<file path="config.mk">
export PLATFORM = sky130hd
export DESIGN_NAME = rf_console
export DESIGN_NICKNAME = d
export VERILOG_FILES = /design/src/rtl/rf_console.sv
export SDC_FILE = /design/constraint.sdc
export NUM_CORES = 2
export LEC_CHECK = 0
export BUFFER_PORTS_ARGS = -buffer_cell sky130_fd_sc_hd__buf_2
export CAP_MARGIN = 20
export CORE_MARGIN = 1
export CORE_UTILIZATION = 60
export DETAILED_ROUTE_END_ITERATION = 8
export PLACE_DENSITY = 0.77
export SYNTH_ARGS = -nofsm -noshare
export SYNTH_HDL_FRONTEND = slang
export SYNTH_SLANG_ARGS = --single-unit
</file>
<file path="constraint.sdc">
create_clock -name clk -period 3.6 [get_ports clk]
set_clock_uncertainty 0.1 [all_clocks]
set_input_delay 0.36 -clock clk [delete_from_list [all_inputs] [get_ports clk]]
set_output_delay 0.36 -clock clk [all_outputs]
set_load 0.005 [all_outputs]
</file>
<file path="src/rtl/rf_console.sv">
// Bench-top register-file console: debounced buttons drive writes/address loads, LEDs page op_a.
// Optional RF_FORWARD_EN: same-cycle write-data forwarding onto op_a/op_b for immediate writes.
module rf_console #(
  parameter int unsigned XLEN            = 32,
  parameter int unsigned NUM_REGS        = 32,
  parameter int unsigned DEBOUNCE_CYCLES = 4
) (
  input  logic            clk,
  input  logic            reset_n,
  input  logic            btnc,
  input  logic            btnl,
  input  logic            btnd,
  input  logic [15:0]     sw,
  input  logic [XLEN-1:0] alu_result,
  output logic [3:0]      alu_op,
  output logic [XLEN-1:0] op_a,
  output logic [XLEN-1:0] op_b,
  output logic            reg_write,
  output logic            addr_load,
  output logic [15:0]     led
);

  localparam int unsigned AW    = $clog2(NUM_REGS);
  localparam int unsigned PAGES = XLEN / 16;
  localparam int unsigned PW    = (PAGES > 1) ? $clog2(PAGES) : 1;
  localparam int unsigned CW    = (DEBOUNCE_CYCLES > 1) ? $clog2(DEBOUNCE_CYCLES) : 1;

  typedef enum logic [1:0] {S_WAIT, S_ARM, S_FIRE, S_HOLD} state_t;

  state_t              state;
  logic [CW-1:0]       cnt;
  logic [1:0]          armed;
  logic [2:0]          sync1, sync2;
  logic                bc, bl, bd, bd_q;
  logic [PW-1:0]       page;
  logic [3*AW-1:0]     addr_q;
  logic [AW-1:0]       a_addr, b_addr, w_addr;
  logic [XLEN-1:0]     wdata;
  logic [XLEN-1:0]     regs [NUM_REGS];
  logic [PAGES-1:0][15:0] op_a_pages;

  assign alu_op = sw[3:0];
  assign bc     = sync2[0];
  assign bl     = sync2[1];
  assign bd     = sync2[2];
  assign a_addr = addr_q[AW-1:0];
  assign b_addr = addr_q[2*AW-1:AW];
  assign w_addr = addr_q[3*AW-1:2*AW];
  assign wdata  = sw[15] ? {{(XLEN-15){sw[14]}}, sw[14:0]} : alu_result;

  // Two-flop synchronisers for the asynchronous buttons
  always_ff @(posedge clk or negedge reset_n) begin
    if (!reset_n) begin
      sync1 <= '0;
      sync2 <= '0;
    end else begin
      sync1 <= {btnd, btnl, btnc};
      sync2 <= sync1;
    end
  end

  // Debounce / one-shot FSM; strobes are registered on entry to FIRE
  always_ff @(posedge clk or negedge reset_n) begin
    if (!reset_n) begin
      state     <= S_WAIT;
      cnt       <= '0;
      armed     <= '0;
      reg_write <= 1'b0;
      addr_load <= 1'b0;
    end else begin
      reg_write <= 1'b0;
      addr_load <= 1'b0;
      case (state)
        S_WAIT: begin
          if (bc | bl) begin
            state <= S_ARM;
            cnt   <= '0;
            armed <= {bl, bc};
          end
        end
        S_ARM: begin
          if ({bl, bc} != armed) begin
            state <= S_WAIT;
          end else if (cnt == CW'(DEBOUNCE_CYCLES - 1)) begin
            state     <= S_FIRE;
            reg_write <= bc;
            addr_load <= bl & ~bc;
          end else begin
            cnt <= cnt + CW'(1);
          end
        end
        S_FIRE: begin
          state <= S_HOLD;
          cnt   <= '0;
        end
        S_HOLD: begin
          if (bc | bl) begin
            cnt <= '0;
          end else if (cnt == CW'(DEBOUNCE_CYCLES - 1)) begin
            state <= S_WAIT;
          end else begin
            cnt <= cnt + CW'(1);
          end
        end
        default: state <= S_WAIT;
      endcase
    end
  end

  always_ff @(posedge clk or negedge reset_n) begin
    if (!reset_n) begin
      addr_q <= '0;
    end else if (addr_load) begin
      addr_q <= sw[3*AW-1:0];
    end
  end

  // Register file; entry 0 is never written and never read
  always_ff @(posedge clk or negedge reset_n) begin
    if (!reset_n) begin
      for (int i = 0; i < NUM_REGS; i++) regs[i] <= '0;
    end else if (reg_write && (w_addr != '0)) begin
      regs[w_addr] <= wdata;
    end
  end

  always_comb begin
    op_a = (a_addr == '0) ? '0 : regs[a_addr];
    op_b = (b_addr == '0) ? '0 : regs[b_addr];
`ifdef RF_FORWARD_EN
    // Only immediate data is forwarded so alu_result never loops back into op_a/op_b
    if (reg_write && sw[15] && (w_addr != '0)) begin
      if (a_addr == w_addr) op_a = wdata;
      if (b_addr == w_addr) op_b = wdata;
    end
`endif
  end

  // LED page counter advances on each synchronised rising edge of btnd
  always_ff @(posedge clk or negedge reset_n) begin
    if (!reset_n) begin
      bd_q <= 1'b0;
      page <= '0;
    end else begin
      bd_q <= bd;
      if (bd && !bd_q) begin
        if (page == PW'(PAGES - 1)) page <= '0;
        else                        page <= page + PW'(1);
      end
    end
  end

  assign op_a_pages = op_a;
  assign led        = op_a_pages[page];

endmodule

</file>
==> impl_metrics.py <==
metrics = {
    "status": {
        "status": "finished with violations",
        "violations": "setup timing",
    },
    "die": {
        "io_pins": 139,
        "die_area_um2": 90440,
        "rows": 109,
        "core_area_um2": 88370,
        "die_h_um": 300.7,
        "dieWidth_um": 300.7,
        "initial_core_util": 0.6059,
    },
    "synthesis": {
        "postSynth.topFlopCell": "dfrtp_1",
        "avgSynthCellArea_um2": 11.34,
        "synth_top_area_frac": 0.4930,
        "synth_most_common_cell": "dfrtp_1",
        "synth_edf_count": 0,
        "yosys-top-cells-count": "dfrtp_1, nor2_1, a21oi_1",
        "synthTopCellsByArea": "dfrtp_1, mux4_2, a21oi_1",
        "synth_cell_type_count": 50,
        "synth.cell_area_um2": 53550,
        "synth-seq-area-share": 0.4930,
        "ys_warn_count": 0,
        "synthArstFlopShare": 1.000,
        "synthCells": 4721,
        "synth_top_area_cell": "dfrtp_1",
        "synth_nets": 4774,
        "ys_seq_elements": 1055,
    },
    "clocking": {
        "cts_made_buffers": 107,
        "cts_tree": "done",
        "htree_levels": 3,
        "cts_buffer_depth": 3,
        "cts_sinks": 1055,
        "clkTransAtPathRegs_ns": 0.06,
        "root_buffer": "clkbuf_16",
        "clkLatencyLatePin_ns": 0.69,
    },
    "finish": {
        "num-fill-cells": 5935,
        "seqCellArea_um2": 26430,
        "multi_input_area_um2": 25280,
        "drive_above_1_share": 0.2514,
        "nNetsFinal": 4755,
        "area_growth_pct": 13.89,
    },
    "sta": {
        "fin_crit_ns": 3.616,
        "slew_viol_final": 0,
        "relSlewSlack": 0.2077,
        "worst_pin_slew_ns": 1.188,
        "rsz0062_at_grt": "true",
        "finalSetupViolCount": 1,
        "worst_slack_ns": -0.01595,
        "fin_setup_tns_ns": -0.01595,
        "post-route-period-util": 1.004,
        "timing.fmax_ghz": 0.2766,
        "finalHoldViolCount": 0,
    },
    "global_routing": {
        "antenna_found_initial": 8,
        "grt_pass1_wl_um": 269300,
        "grt_pass1_vias": 42950,
        "grt_use_total": 0.4058,
        "grt_max_degree": 89,
        "overflow": 0,
    },
    "drt": {
        "drt-initial-drc-count": 6668,
        "drt_wl_total_um": 182200,
        "drc_errors": 0,
        "wl_per_cell_um": 30.61,
        "viasPerCell": 7.235,
        "vias": 43060,
        "ant_nets": 0,
        "dr.pass1.iters": 6,
    },
    "pwr": {
        "peakVddDrop_uv": 409.2,
        "power.density_nw_per_um2": 455.9,
        "p_leak_nw": 22.59,
    },
    "setup_path": {
        "path_max_fanout": 12,
        "cp.required_ns": 3.14,
        "worstSetupStartpointType": "register",
        "cp-end-kind": "output port",
        "worstPathArrival_ns": 3.16,
        "path_class": "reg2out",
    },
    "place": {
        "dp_hpwl_um": 101000,
        "place.port_buffers": 138,
        "place_ws_ns": 0.4547,
        "gp_congestion": 0.8881,
    },
    "run": {
        "maxCapViolCount": 0,
    },
    "hold_path": {
        "hold_class": "in2reg",
    },
}
==> sequential cells by signal, indices dropped and copies added (netlist names), named ones only <==
signal and cells:
addr_load 1, addr_q 15, armed 2, bd_q 1
cnt 2, page 1, reg_write 1, regs 1024
state 1, sync1 3, sync2 3
==> power breakdown <==
part,total [mW],internal [mW],switching [mW],leakage [nW]
registers,12.0,11.9,0.122,9.51
clock network,11.9,6.94,4.91,1.83
logic,3.91,1.48,2.43,11.3
total,27.8,20.3,7.46,22.6
==> placed cells by master (no fill, tap or decap), types with 16 or more instances in the layout <==
cell type	n
a22o_2	17
a22oi_1	65
nand2_1	528
o21ai_0	423
nand2_4	17
buf_2	137
mux2i_1	116
inv_1	31
dlygate4sd3_1	18
a21oi_2	18
nor2_4	18
o21ai_1	82
buf_4	147
buf_12	59
a211oi_1	25
mux4_2	496
nor2_1	548
o22ai_1	36
dfrtp_1	1045
clkinv_2	24
clkbuf_8	20
clkbuf_16	116
a21oi_1	541
mux4_1	16
o221ai_1	28
==> repair_timing <==
item,in CTS,in global routing
setup endpoints to repair,68,44
hold endpoints to repair,84,0
cloned,6,7
gates resized for setup,44,46
pin swaps,4,10
hold buffers,18,0
setup buffers,14,15
==> worst max-delay path, stage by stage, from the launching register on <==
cell	delay (ns)
dfrtp_4	0.53
or3b_4	0.53
buf_12	0.22
o221ai_1	0.25
a21oi_1	0.09
a22o_2	0.33
nor2_1	0.31
buf_2	0.18
==> layer usage <==
| layer | share of wire | GRT usage |
|---|---|---|
| met4 | 0.057 | 0.2273 |
| met2 | 0.45 | 0.5853 |
| met1 | 0.34 | 0.5338 |
| met3 | 0.15 | 0.1504 |
| met5 | 0.0018 | 0.01799 |
==> final timing paths <==
kind                                   startpoint                    end  slack, ns  cells past startpoint
max                         addr_q[1]$_DFFE_PN0P_               op_a[12]      -0.02                      7
min                                         sw[2]  addr_q[2]$_DFFE_PN0P_       0.11                      2
max reg2reg                addr_q[10]$_DFFE_PN0P_  regs[476]$_DFFE_PN0P_       0.81                      5
min reg2reg                    sync1[0]$_DFF_PN0_     sync2[0]$_DFF_PN0_       0.26                      0
max in group asynchronous                 reset_n  regs[802]$_DFFE_PN0P_       2.15                      3
min in group asynchronous                 reset_n  regs[454]$_DFFE_PN0P_       0.21                      2
==> cell type report <==
| class | instances | share of cell area |
|---|---|---|
| Inverter | 34 | 0.002093 |
| Tap cell | 1165 | 0.02390 |
| Timing Repair Buffer | 393 | 0.06516 |
| Multi-Input combinational cell | 3111 | 0.4145 |
| Sequential cell | 1055 | 0.4334 |
| Clock buffer | 143 | 0.05010 |
| Antenna cell | 1 | 0.00004103 |
| Clock inverter | 50 | 0.01073 |
==> kinds of logic after synthesis <==
group                     synth area share
muxes                               0.2464
and+or+nand+nor                    0.08349
buffers and inverters              0.04648
AOI/OAI and AO/OA                   0.1301
DFF                                 0.4930
xor gates and xnor gates         0.0004908
==> per-stage QoR <==
step                      hold WS, ns    util  area [um2]  cells  power, mW
after floorplan              -0.03559       -       53550   4721      14.18
after global placement         0.2373  0.6339       56020   5697      15.67
after detailed placement       0.2363  0.6339       56020   5697      15.70
after CTS                     0.07487  0.6841       60450   5928      27.51
after global routing           0.1007  0.6900       60980   5951      28.38
final                          0.1096  0.6901       60980   5952      27.80
Power figures use the tool's default switching activity.
